`src/rtl/rv32i_types.sv`:
```
// Shared CPU types; holds the memory arbiter state encoding and captured request record.
package rv32i_types;

    typedef enum logic [1:0] {
        IDLE = 2'd0,
        DMEM = 2'd1,
        IMEM = 2'd2,
        RESP = 2'd3
    } arb_state_t;

    typedef struct packed {
        logic [31:0] addr;
        logic [31:0] wdata;
        logic [3:0]  wmask;
        logic        rd;
        logic        wr;
    } arb_req_t;

endpackage

```
`src/rtl/arb_port_buf.sv`:
```
// Per-port batch slot: captured request, pending flag and returned read data.
module arb_port_buf
    import rv32i_types::*;
(
    input  logic        clk,
    input  logic        rst,
    input  logic        i_load,
    input  logic        i_pend,
    input  arb_req_t    i_req,
    input  logic        i_rdata_load,
    input  logic [31:0] i_rdata,
    input  logic        i_clear,
    output logic        o_pend,
    output arb_req_t    o_req,
    output logic [31:0] o_rdata
);

    logic        r_pend;
    arb_req_t    r_req;
    logic [31:0] r_rdata;

    always_ff @(posedge clk or negedge rst) begin
        if (!rst) begin
            r_pend  <= 1'b0;
            r_req   <= '0;
            r_rdata <= '0;
        end else if (i_clear) begin
            r_pend  <= 1'b0;
            r_req   <= '0;
            r_rdata <= '0;
        end else if (i_load) begin
            // idle ports keep an all-zero record so nothing stale reaches the bus
            r_pend  <= i_pend;
            r_req   <= i_pend ? i_req : '0;
            r_rdata <= '0;
        end else if (i_rdata_load) begin
            r_rdata <= i_rdata;
        end
    end

    assign o_pend  = r_pend;
    assign o_req   = r_req;
    assign o_rdata = r_rdata;

endmodule

```
`src/rtl/mem_arbiter.sv`:
```
// Batches imem/dmem requests onto one memory port (dmem first) and answers them together.
// Define ARB_BYPASS_EN to let single-port batches answer in the mem_resp cycle, skipping RESP.
module mem_arbiter
    import rv32i_types::*;
(
    input  logic        clk,
    input  logic        rst,
    input  logic [31:0] imem_address,
    input  logic        imem_read,
    output logic [31:0] imem_rdata,
    output logic        imem_resp,
    input  logic [31:0] dmem_address,
    input  logic        dmem_read,
    input  logic        dmem_write,
    input  logic [3:0]  dmem_wmask,
    input  logic [31:0] dmem_wdata,
    output logic [31:0] dmem_rdata,
    output logic        dmem_resp,
    output logic [31:0] mem_address,
    output logic        mem_read,
    output logic        mem_write,
    output logic [3:0]  mem_wmask,
    output logic [31:0] mem_wdata,
    input  logic [31:0] mem_rdata,
    input  logic        mem_resp
);

    arb_state_t  r_state;
    arb_req_t    r_mem_req;

    arb_req_t    w_dreq_in, w_ireq_in, w_dreq, w_ireq;
    logic        w_pend_d, w_pend_i, w_load, w_clear, w_done;
    logic        w_resp_d, w_resp_i;
    logic [31:0] w_dbuf, w_ibuf, w_d_rdata;

    // read+write together is a write
    assign w_dreq_in = '{addr: dmem_address, wdata: dmem_wdata, wmask: dmem_wmask,
                         rd: dmem_read & ~dmem_write, wr: dmem_write};
    assign w_ireq_in = '{addr: imem_address, wdata: 32'd0, wmask: 4'd0, rd: 1'b1, wr: 1'b0};

    assign w_load    = (r_state == IDLE);
    assign w_clear   = (r_state == RESP) | w_done;
    assign w_d_rdata = w_dreq.wr ? 32'd0 : mem_rdata;

    arb_port_buf u_dbuf (
        .clk          (clk),
        .rst          (rst),
        .i_load       (w_load),
        .i_pend       (dmem_read | dmem_write),
        .i_req        (w_dreq_in),
        .i_rdata_load ((r_state == DMEM) & mem_resp),
        .i_rdata      (w_d_rdata),
        .i_clear      (w_clear),
        .o_pend       (w_pend_d),
        .o_req        (w_dreq),
        .o_rdata      (w_dbuf)
    );

    arb_port_buf u_ibuf (
        .clk          (clk),
        .rst          (rst),
        .i_load       (w_load),
        .i_pend       (imem_read),
        .i_req        (w_ireq_in),
        .i_rdata_load ((r_state == IMEM) & mem_resp),
        .i_rdata      (mem_rdata),
        .i_clear      (w_clear),
        .o_pend       (w_pend_i),
        .o_req        (w_ireq),
        .o_rdata      (w_ibuf)
    );

    assign w_resp_d = (r_state == RESP) & w_pend_d;
    assign w_resp_i = (r_state == RESP) & w_pend_i;

`ifdef ARB_BYPASS_EN
    logic w_byp_d, w_byp_i;
    assign w_byp_d    = (r_state == DMEM) & mem_resp & ~w_pend_i;
    assign w_byp_i    = (r_state == IMEM) & mem_resp & ~w_pend_d;
    assign w_done     = w_byp_d | w_byp_i;
    assign dmem_resp  = w_resp_d | w_byp_d;
    assign imem_resp  = w_resp_i | w_byp_i;
    assign dmem_rdata = w_resp_d ? w_dbuf : (w_byp_d ? w_d_rdata : 32'd0);
    assign imem_rdata = w_resp_i ? w_ibuf : (w_byp_i ? mem_rdata : 32'd0);
`else
    assign w_done     = 1'b0;
    assign dmem_resp  = w_resp_d;
    assign imem_resp  = w_resp_i;
    assign dmem_rdata = w_resp_d ? w_dbuf : 32'd0;
    assign imem_rdata = w_resp_i ? w_ibuf : 32'd0;
`endif

    // downstream request register is reloaded every cycle from the slot being served
    always_ff @(posedge clk or negedge rst) begin
        if (!rst) begin
            r_state   <= IDLE;
            r_mem_req <= '0;
        end else begin
            case (r_state)
                IDLE: begin
                    if (dmem_read | dmem_write) begin
                        r_state   <= DMEM;
                        r_mem_req <= w_dreq_in;
                    end else if (imem_read) begin
                        r_state   <= IMEM;
                        r_mem_req <= w_ireq_in;
                    end else begin
                        r_mem_req <= '0;
                    end
                end
                DMEM: begin
                    if (!mem_resp) begin
                        r_mem_req <= w_dreq;
                    end else if (w_pend_i) begin
                        r_state   <= IMEM;
                        r_mem_req <= w_ireq;
                    end else begin
                        r_state   <= w_done ? IDLE : RESP;
                        r_mem_req <= '0;
                    end
                end
                IMEM: begin
                    if (!mem_resp) begin
                        r_mem_req <= w_ireq;
                    end else begin
                        r_state   <= w_done ? IDLE : RESP;
                        r_mem_req <= '0;
                    end
                end
                default: begin
                    r_state   <= IDLE;
                    r_mem_req <= '0;
                end
            endcase
        end
    end

    assign mem_address = r_mem_req.addr;
    assign mem_read    = r_mem_req.rd;
    assign mem_write   = r_mem_req.wr;
    assign mem_wmask   = r_mem_req.wmask;
    assign mem_wdata   = r_mem_req.wdata;

endmodule

```
`config.mk`:
```
export PLATFORM = sky130hd
export DESIGN_NAME = mem_arbiter
export DESIGN_NICKNAME = d
export VERILOG_FILES = /design/src/rtl/rv32i_types.sv /design/src/rtl/arb_port_buf.sv /design/src/rtl/mem_arbiter.sv
export SDC_FILE = /design/constraint.sdc
export NUM_CORES = 1
export LEC_CHECK = 0
export CAP_MARGIN = 30
export CORE_ASPECT_RATIO = 1.5
export CORE_MARGIN = 2
export CORE_UTILIZATION = 23
export DETAILED_ROUTE_END_ITERATION = 10
export DONT_BUFFER_PORTS = 1
export GPL_TIMING_DRIVEN = 0
export PLACE_DENSITY_LB_ADDON = 0.3
export SETUP_SLACK_MARGIN = 0.15
export SYNTH_ARGS = -nofsm -noshare
export SYNTH_HDL_FRONTEND = slang
export SYNTH_SLANG_ARGS = --single-unit
```
`constraint.sdc`:
```
create_clock -name clk -period 2.5 [get_ports clk]
set_clock_uncertainty 0.15 [all_clocks]
set_input_delay 0.5 -clock clk [delete_from_list [all_inputs] [get_ports clk]]
set_output_delay 0.5 -clock clk [all_outputs]
set_load 0.02 [all_outputs]
```
==> summary.md, run 1 <==
| Metric | Value |
|---|---|
| Nets | `1,189` |
| Synth async-reset ratio | `1.00` |
| IO Pins | `274` |
| Cell Pwr Density | `1330 nW/µm²` |
| Die area | `45,700 µm²` |
| Crit path time final | `2.42 ns` |
| Cts bufs inserted | `26` |
| Antenna violations before repair | `2` |
| First-iteration detailed-routing DRC count | `559` |
| Wirelength per Cell | `23.7 µm` |
| Detail Placement HPWL | `25.7 mm` |
| Clock transition at path regs | `0.07 ns` |
| Yosys cell types | `37` |
| Number of setup violations in the final report | `0` |
| Fmax | `0.413 GHz` |
| First-pass GRT wire length | `57.9 mm` |
| DRT Pass-1 Iters | `5` |
| Failing checks | `negative hold slack` |
| Avg Inst Size Synth | `11.6 µm²` |
| Rows | `94` |
| Overall routing resource usage | `0.166` |
| Outcome | `complete, but fails checks` |
| Crit Path Max Fanout | `8` |
| Routed Antenna Nets | `0` |
| Clock Latency Late Sink | `0.55 ns` |
| VDD IR max | `0.618 mV` |
| P_leak | `6.04 nW` |
| Clock Path Buffers | `3` |
| Placed cells | `1,448` |
| Largest net degree at the start of global routing | `241` |
| Fill cells | `4,402` |
| Reg2Reg Launch Point | `r_state[1]` |
| Data required time of the critical path | `1.85 ns` |
| Clock root buffer | `clkbuf_16` |
| GP Congestion | `0.802` |
| Slew Viols, Final | `0` |
| Hold Crit Class | `input pin to asynchronous set/reset pin` |
| Part of the cycle the worst path needs | `0.968` |
| R2r worst-path depth | `8` |
| Sequential area share after synthesis | `0.593` |
| FF-to-FF setup slack | `0.19 ns` |
| Vias | `8,286` |
| Core Box Area | `43,600 µm²` |
| Max-cap violations | `0` |
| EDFF count, synth | `0` |
| CP endpoint kind | `output pin` |
| Synthesis-to-layout area growth | `34.4%` |
| H-tree depth | `1` |
| Chip width | `175 µm` |
| Startpoint Class | `flop` |
| YS warnings | `0` |
| Remaining DRCs | `0` |
| #FFs+latches synth | `240` |
| FF-to-FF End | `u_dbuf.o_req[49]` |
| Wirelength, routed | `38.8 mm` |
| Post-Syn Nets | `1,015` |
| TritonCTS sink count | `240` |
| Final global-route overflow total | `0` |
| Starting density of the core | `0.232` |
| # port buffers | `0` |
| Max-slew headroom | `0.315` |
| Syn Std Cell Area | `10,100 µm²` |
| Share of cells above drive strength 1 | `0.186` |
| CP Class | `flop to output pin` |
| CTS tree | `done` |
| Synth Flop Type | `dfrtp_1` |
| Hold Slack | `-0.496 ns` |
| Final hold vios | `240` |
| Die H | `261 µm` |
| Vias in the first global route | `8,905` |
| RSZ-0062 raised after global routing | `yes` |
| Via/cell ratio | `5.06` |
| Finished Layout Cells | `1,639` |
| Crit path DAT | `1.77 ns` |
| Slew @ Worst Pin | `1.03 ns` |
| # hold bufs at CTS | `134` |
| Cells after synthesis | `872` |
## worst max-delay path by stage
stage	startpoint	endpoint	slack, ns	cells after the start
after floorplan	r_state[0]	dmem_rdata[10]	0.43	5
after global placement	r_state[0]	dmem_rdata[19]	-0.20	5
after detailed placement	r_state[0]	dmem_rdata[19]	-0.21	5
after CTS	r_state[0]	dmem_rdata[6]	0.03	5
after global routing	r_state[0]	dmem_rdata[9]	0.01	5
final	r_state[1]	dmem_rdata[9]	0.08	5
## critical path, stage by stage (launching register included)
cell       delay [ns]
dfrtp_1          0.37
ha_2             0.19
buf_6            0.13
clkbuf_16        0.16
clkbuf_16        0.14
and3_4           0.23
## cell families after synthesis
kind of cell               synth area share
AOI/OAI and AO/OA                     0.258
buffers and inverters                0.0484
muxes                               0.00210
adders and majority gates           0.00618
and+or+nand+nor                      0.0921
DFF                                   0.593
## synthesized netlist by cell type, drive strengths merged (2+ instances only)
| library cell | number | area [µm²] |
|---|---|---|
| a21o | 2 | 15.0 |
| a21oi | 34 | 174 |
| a22o | 132 | 1160 |
| a22oi | 101 | 758 |
| a2bb2oi | 32 | 280 |
| and2 | 2 | 12.5 |
| and3 | 65 | 407 |
| buf | 56 | 339 |
| clkbuf | 36 | 136 |
| dfrtp | 240 | 6010 |
| ha | 5 | 62.6 |
| inv | 4 | 15.0 |
| nand2 | 69 | 259 |
| nor2 | 41 | 154 |
| nor2b | 3 | 18.8 |
| nor3 | 2 | 32.5 |
| o21ai | 34 | 170 |
## per-layer routing
layer	wire [µm]	vias up	track usage
met3	2480	84	0.0376
met2	20000	340	0.297
met5	0	-	0
met1	14800	4260	0.190
met4	1540	0	0.0694
li1	-	3602	-
## state kept, by name, indices dropped and copies added (netlist names)
register and cells:
mem_address 32, mem_read 1, mem_wdata 32, mem_wmask 4
mem_write 1, r_state 2, u_dbuf.o_pend 1, u_dbuf.o_rdata 32
u_dbuf.o_req 70, u_ibuf.o_rdata 32, u_ibuf.o_req 33
## cell type report
cell class,count,area [µm²],area share
antenna,2,5.00,0.000368
buffer,92,596,0.0438
clock buffer,37,773,0.0568
clock inverter,6,80.1,0.00589
inverter,4,15.0,0.00110
multi-input combinational,536,3960,0.291
sequential,240,6010,0.442
tap,576,721,0.0530
timing repair buffer,146,1450,0.106
## cell usage in the layout (no fill, tap or decap), types with 9 or more instances in the layout
cell	count
a21oi_1	33
a22o_1	132
a22oi_1	101
a2bb2oi_1	32
and3_4	62
buf_2	32
buf_4	18
buf_6	11
clkbuf_1	21
clkbuf_16	30
clkbuf_2	9
clkbuf_4	9
dfrtp_1	240
dlygate4sd3_1	134
nand2_1	69
nor2_1	41
o21ai_0	33
## where the power goes
part | internal (mW) | switching, mW | total (mW)
Combinational | 2.78 | 4.44 | 7.22
Sequential | 5.42 | 1.48 | 6.90
Clock | 2.33 | 1.65 | 3.98
## timing repair
item	4_1_cts	5_1_grt
pin swaps	2	4
gates cloned	1	2
buffers inserted	4	5
setup endpoints to repair	95	161
resized for setup	157	26
endpoints found under the hold margin	455	240
## metrics by stage
stage	util	power [mW]	instance area [µm²]	setup slack (ns)	TNS [ns]
floorplan	-	11.1	10100	0.431	0
global placement	0.249	13.4	10800	-0.202	-2.60
detailed placement	0.249	13.5	10800	-0.213	-2.29
CTS	0.309	18.1	13500	0.0306	0
global route	0.312	19.3	13600	0.0127	0
finish	0.312	18.1	13600	0.0789	0
No activity file was read; power rests on OpenSTA's default activity.
==> run 2, diff against run 1 <==
--- a/config.mk
+++ b/config.mk
@@ -5,7 +5,10 @@
 export SDC_FILE = /design/constraint.sdc
 export NUM_CORES = 1
 export LEC_CHECK = 0
+export ABC_CLOCK_PERIOD_IN_PS = 2500
 export CAP_MARGIN = 30
+export CELL_PAD_IN_SITES_DETAIL_PLACEMENT = 0
+export CELL_PAD_IN_SITES_GLOBAL_PLACEMENT = 2
 export CORE_ASPECT_RATIO = 1.5
 export CORE_MARGIN = 2
 export CORE_UTILIZATION = 23
@@ -13,6 +16,7 @@
 export DONT_BUFFER_PORTS = 1
 export GPL_TIMING_DRIVEN = 0
 export PLACE_DENSITY_LB_ADDON = 0.3
+export REMOVE_ABC_BUFFERS = 1
 export SETUP_SLACK_MARGIN = 0.15
 export SYNTH_ARGS = -nofsm -noshare
 export SYNTH_HDL_FRONTEND = slang
==> summary.md, run 2 (same netlist as run 1, synthesis figures left out) <==
| Metric | Value |
|---|---|
| DRT Pass-1 Iters | `5 (unchanged)` |
| Via/cell ratio | `5.05 (-0.15%)` |
| CP Class | `flop to output pin` |
| P_leak | `5.99 nW (-0.82%)` |
| Final setup TNS | `0 ns (unchanged)` |
| Outcome | `complete, but fails checks` |
| Pint | `11.0 mW (+4.6%)` |
| Net switching power | `7.62 mW (+0.64%)` |
| Max-slew headroom | `0.540 (+0.224)` |
| Cts bufs inserted | `28 (+7.7%)` |
| Met3 usage | `0.0301 (-0.00755)` |
| GP Congestion | `0.702 (-12%)` |
| Hold Crit Class | `input pin to asynchronous set/reset pin` |
| Worst path slowest cell | `dfrtp_2` |
| Slew Viols, Final | `0 (unchanged)` |
| Sequential power share | `0.375 (-0.006)` |
| Fin util | `0.310 (-0.00155)` |
| Nets | `1,124 (-5.5%)` |
| First-pass GRT wire length | `55.2 mm (-4.7%)` |
| Die H | `261 µm (unchanged)` |
| Max reg flops | `70 (unchanged)` |
| Vias in the first global route | `8,558 (-3.9%)` |
| Fmax | `0.434 GHz (+5.0%)` |
| Commonest non-fill, non-tap cells in the layout | `237 x dfrtp_1, 135 x dlygate4sd3_1, 132 x a22o_1` |
| Detail Placement HPWL | `21.3 mm (-17%)` |
| Reg2Reg Launch Point | `r_state[1]` |
| FF-to-FF End | `mem_address[24]` |
| Fill cells | `4,524 (+2.8%)` |
| Cell family with most CP delay | `flip-flops` |
| Hold Slack | `-0.492 ns (+0.00377 ns)` |
| Crit path DAT | `1.66 ns (-0.11 ns)` |
| RSZ-0062 raised after global routing | `yes` |
| Die area | `45,700 µm² (unchanged)` |
| Bufs and invs on worst path | `1 (-2)` |
| Clock network power share | `0.219 (about the same)` |
| VDD IR max | `0.791 mV (+28%)` |
| Wirelength, routed | `36.9 mm (-4.9%)` |
| Combinational share of power | `0.406 (+0.007)` |
| Switch share | `0.409 (-0.00943)` |
| R2r worst-path depth | `6 (-2)` |
| Routed Antenna Nets | `0 (unchanged)` |
| Cell Pwr Density | `1380 nW/µm² (+3.5%)` |
| Clock root buffer | `clkbuf_16` |
| Critical Path Max Stage Delay | `0.40 ns (+0.03 ns)` |
| Slew @ Worst Pin | `0.690 ns (-0.337 ns)` |
| Clock Latency Late Sink | `0.55 ns (about the same)` |
| Clock transition at path regs | `0.06 ns (about the same)` |
| Final hold vios | `240 (unchanged)` |
| Data required time of the critical path | `1.85 ns (about the same)` |
| Register area | `6010 µm² (+0.10%)` |
| Failing checks | `negative hold slack` |
| CP endpoint kind | `output pin` |
| Met1 Track Usage GR | `0.193 (+0.00283)` |
| CTS tree | `done` |
| FF-to-FF setup slack | `0.23 ns (+0.04 ns)` |
| Part of the cycle the worst path needs | `0.923 (-0.0458)` |
| Starting density of the core | `0.232 (unchanged)` |
| Overall routing resource usage | `0.156 (-0.0101)` |
| Clock Path Buffers | `3 (unchanged)` |
| Wirelength per Cell | `23.4 µm (-1.3%)` |
| Chip width | `175 µm (unchanged)` |
| Max-cap violations | `0 (unchanged)` |
| Antenna violations before repair | `1 (-1)` |
| Crit-path cells | `ha_4, buf_12, and3_2` |
| # port buffers | `0 (unchanged)` |
| Crit Path Max Fanout | `26 (+18)` |
| Crit path time final | `2.31 ns (-0.115 ns)` |
| Final global-route overflow total | `0 (unchanged)` |
| Top Usage Layer GRT | `met2` |
| First-iteration detailed-routing DRC count | `464 (-17%)` |
| Largest net degree at the start of global routing | `241 (unchanged)` |
| H-tree depth | `1 (unchanged)` |
| Area of the multi-input gates | `3910 µm² (-1.4%)` |
| Core Box Area | `43,600 µm² (unchanged)` |
| TritonCTS sink count | `240 (unchanged)` |
| IO Pins | `274 (unchanged)` |
| Share of cells above drive strength 1 | `0.146 (-0.0398)` |
| Number of setup violations in the final report | `0 (unchanged)` |
| Startpoint Class | `flop` |
| Rows | `94 (unchanged)` |
| Vias | `7,966 (-3.9%)` |
| Synthesis-to-layout area growth | `33.7%` |
| Remaining DRCs | `0 (unchanged)` |
| # hold bufs at CTS | `135 (+0.75%)` |
| Most common cell after layout, fill and taps aside | `dfrtp_1` |
| Met2 usage in global routing | `0.271 (-0.0257)` |
[run 2: how the worst max path moves through the flow]
stage,from,to,slack (ns),depth (start not counted)
CTS,r_state[1],mem_address[24],0.01,6
global placement,r_state[1],u_dbuf.o_req[44],-4.59,4
floorplan,r_state[0],u_ibuf.o_rdata[0],-1.81,4
finish,r_state[1],dmem_rdata[11],0.19,3
detailed placement,r_state[1],mem_address[24],-0.57,6
global route,r_state[1],imem_rdata[6],0.13,3
[run 2: layout make-up]
class | count | area share
repair buffers | 169 | 0.147
diodes | 1 | 0.000185
multi-input cells | 538 | 0.289
clock inverters | 8 | 0.00527
inverters | 4 | 0.00111
flip-flops and latches | 240 | 0.444
clock buffers | 42 | 0.0609
well taps | 576 | 0.0532
[run 2: layer usage]
| metal | wire length, µm | vias to the layer above |
|---|---|---|
| li1 | - | 3480 |
| met1 | 15100 | 4150 |
| met2 | 18500 | 276 |
| met3 | 2200 | 60 |
| met4 | 1150 | 0 |
| met5 | 0 | - |
[run 2: metrics by stage]
| step | hold WS [ns] | total power [mW] | instance area (µm²) | setup slack, ns | instances |
|---|---|---|---|---|---|
| after floorplan | 0.0544 | 10.2 | 9650 | -1.81 | 780 |
| after global placement | 0.0663 | 11.5 | 10400 | -4.59 | 1356 |
| after detailed placement | 0.0648 | 13.9 | 10900 | -0.567 | 1376 |
| after CTS | -0.550 | 18.8 | 13400 | 0.0101 | 1573 |
| after global routing | -0.536 | 19.8 | 13500 | 0.134 | 1578 |
| final | -0.492 | 18.6 | 13500 | 0.193 | 1578 |
[run 2: repair_timing]
action	in CTS	in global routing
hold endpoints to repair	475	240
setup buffers	9	4
gates cloned	3	0
resized for setup	55	27
pin swaps	4	3
endpoints found under the setup margin	191	81
[run 2: power by group through the flow]
stage	logic (mW)	clock network [mW]	registers (mW)
floorplan	3.50	0	6.66
global placement	4.37	0	7.18
detailed placement	6.86	0	7.01
CTS	7.58	4.25	6.98
global route	8.25	4.38	7.15
finish	7.57	4.08	6.99
==> run 3, diff against run 2 <==
--- a/config.mk
+++ b/config.mk
@@ -5,7 +5,6 @@
 export SDC_FILE = /design/constraint.sdc
 export NUM_CORES = 1
 export LEC_CHECK = 0
-export ABC_CLOCK_PERIOD_IN_PS = 2500
 export CAP_MARGIN = 30
 export CELL_PAD_IN_SITES_DETAIL_PLACEMENT = 0
 export CELL_PAD_IN_SITES_GLOBAL_PLACEMENT = 2
@@ -13,7 +12,6 @@
 export CORE_MARGIN = 2
 export CORE_UTILIZATION = 23
 export DETAILED_ROUTE_END_ITERATION = 10
-export DONT_BUFFER_PORTS = 1
 export GPL_TIMING_DRIVEN = 0
 export PLACE_DENSITY_LB_ADDON = 0.3
 export REMOVE_ABC_BUFFERS = 1
==> summary.md, run 3 (same netlist as run 1, synthesis figures left out) <==
| Metric | Value |
|---|---|
| Outcome | `finished, final reports clean` |
| Wirelength, routed | `38.6 mm (+4.4%)` |
| IO Pins | `274 (unchanged)` |
| Share of cells above drive strength 1 | `0.150 (+0.00463)` |
| Clock Latency Late Sink | `0.56 ns (about the same)` |
| Clock transition at path regs | `0.06 ns (about the same)` |
| RSZ-0062 raised after global routing | `yes` |
| Area of the multi-input gates | `3780 µm² (-3.1%)` |
| Post-Layout Inst Area | `14,700 µm² (+8.5%)` |
| Uppermost routed layer | `met5` |
| Most common cell after layout, fill and taps aside | `dfrtp_1` |
| Detail Placement HPWL | `23.3 mm (+9.4%)` |
| Number of setup violations in the final report | `0 (unchanged)` |
| H-tree depth | `1 (unchanged)` |
| WL met2 | `19.1 mm (+3.1%)` |
| Max-slew headroom | `0.381 (-0.159)` |
| Rows | `94 (unchanged)` |
| DRT Pass-1 Iters | `5 (unchanged)` |
| Worst path slowest cell | `dfrtp_2` |
| Nets | `1,270 (+13%)` |
| CTS tree | `done` |
| Largest net degree at the start of global routing | `108 (-55%)` |
| Starting density of the core | `0.232 (unchanged)` |
| Slew @ Worst Pin | `0.927 ns (+0.236 ns)` |
| Routed Antenna Nets | `0 (unchanged)` |
| Met3 wire len | `2.17 mm (-1.1%)` |
| CP endpoint kind | `output pin` |
| Cell family with most CP delay | `flip-flops` |
| P_leak | `6.68 nW (+11%)` |
| Startpoint Class | `flop` |
| # port buffers | `273 (+273)` |
| Cts bufs inserted | `27 (-3.6%)` |
| Clock root buffer | `clkbuf_16` |
| Cell Pwr Density | `1340 nW/µm² (-2.7%)` |
| Register area | `6010 µm² (about the same)` |
| Max reg flops | `70 (unchanged)` |
| Max-cap violations | `0 (unchanged)` |
| Crit-path cells | `ha_4, clkbuf_16, and3_1, buf_4` |
| Vias | `8,497 (+6.7%)` |
| Bufs and invs on worst path | `2 (+1)` |
| Crit path time final | `2.42 ns (+0.110 ns)` |
| Chip width | `175 µm (unchanged)` |
| Critical Path Max Stage Delay | `0.44 ns (+0.04 ns)` |
| Overall routing resource usage | `0.162 (+0.00575)` |
| Part of the cycle the worst path needs | `0.967 (+0.0440)` |
| GP Congestion | `0.719 (+2.4%)` |
| Fill cells | `4,362 (-3.6%)` |
| Wirelength per Cell | `22.4 µm (-4.2%)` |
| Routed metal-1 wire length | `16.0 mm (+6.2%)` |
| Fmax | `0.414 GHz (-4.6%)` |
| Final hold vios | `0 (-100%)` |
| Clock Path Buffers | `3 (unchanged)` |
| CP Class | `flop to output pin` |
| Via/cell ratio | `4.94 (-2.1%)` |
| Final global-route overflow total | `0 (unchanged)` |
| Crit path DAT | `1.77 ns (+0.11 ns)` |
| Crit Path Max Fanout | `24 (-7.7%)` |
| Die area | `45,700 µm² (unchanged)` |
| VDD IR max | `0.645 mV (-18%)` |
| Remaining DRCs | `0 (unchanged)` |
| Hold Crit Class | `input pin to asynchronous set/reset pin` |
| Data required time of the critical path | `1.85 ns (about the same)` |
| Die H | `261 µm (unchanged)` |
| Post-DP Area | `13,700 µm² (+26%)` |
| Synthesis-to-layout area growth | `45.1%` |
| First-iteration detailed-routing DRC count | `466 (+0.43%)` |
| First-pass GRT wire length | `57.4 mm (+4.0%)` |
| Slew Viols, Final | `0 (unchanged)` |
| Core Box Area | `43,600 µm² (unchanged)` |
| TritonCTS sink count | `240 (unchanged)` |
| Vias in the first global route | `8,829 (+3.2%)` |
| Hold Slack | `0.321 ns (+0.814 ns)` |
| Commonest non-fill, non-tap cells in the layout | `236 x dfrtp_1, 205 x clkdlybuf4s50_1, 132 x a22o_1` |
| Antenna violations before repair | `2 (+1)` |
[run 3: cell types whose count changed in the layout (fill, tap and decap cells not counted), moves of 3 or more]
cell	change
clkdlybuf4s50_1	+205
dlygate4sd3_1	-134
and3_1	+46
buf_4	+46
and3_2	-26
and3_4	-20
buf_2	+19
buf_6	+5
buf_12	+3
[run 3: metrics by stage]
step                setup TNS [ns]   util  setup slack (ns)  std cells  total power, mW
CTS                              0  0.334            0.0835       1711             19.7
floorplan                  -218.73      -             -1.81        780             10.2
detailed placement          -49.40  0.315            -0.419       1651             15.2
finish                           0  0.337            0.0834       1720             19.7
global route                     0  0.337            0.0359       1720             20.9
global placement          -3556.98  0.300            -10.87       1629             12.9
[run 3: worst register-to-register path: cells and delay by family, from the launching register on]
family          cells  cell delay [ns]
flops               1             0.44
compound gates      3             0.68
buf+inv             3             0.63
fa+ha+maj           1             0.24
[run 3: final timing paths]
path,startpoint,to,slack [ns],depth (start not counted)
worst min-delay path,rst,u_ibuf.o_rdata[23],0.32,2
worst max-delay path,r_state[0],imem_rdata[4],0.08,4
worst min register to register,u_ibuf.o_rdata[26],u_ibuf.o_rdata[26],0.32,2
worst max register to register,r_state[0],mem_address[7],0.27,7
min in group clk,u_ibuf.o_rdata[26],u_ibuf.o_rdata[26],0.32,2
max in group asynchronous,rst,u_ibuf.o_req[38],0.84,3
[run 3: report_power, final]
| group | internal [mW] | switching (mW) |
|---|---|---|
| clock network | 2.20 | 1.69 |
| logic | 4.21 | 5.34 |
| registers | 5.42 | 0.812 |
| total | 11.8 | 7.85 |
[run 3: area by class of cell]
cell class	count	share of cell area
Tap cell	576	0.0491
Sequential cell	240	0.409
Clock buffer	39	0.0518
Clock inverter	6	0.00426
Antenna cell	1	0.000170
Multi-Input combinational cell	538	0.258
Timing Repair Buffer	316	0.227
Inverter	4	0.00102
[run 3: routing by layer]
layer	GRT usage	vias to the layer above
li1	-	3768
met1	0.203	4362
met2	0.276	301
met3	0.0276	64
met4	0.0625	2
met5	0	-
[run 3: timing repair]
item | CTS | global route
setup buffers | 12 | 7
setup endpoints to repair | 231 | 134
hold buffers | 1 | 0
cloned | 2 | 1
endpoints found under the hold margin | 63 | 0
pin swaps | 4 | 3
gates resized for setup | 329 | 3
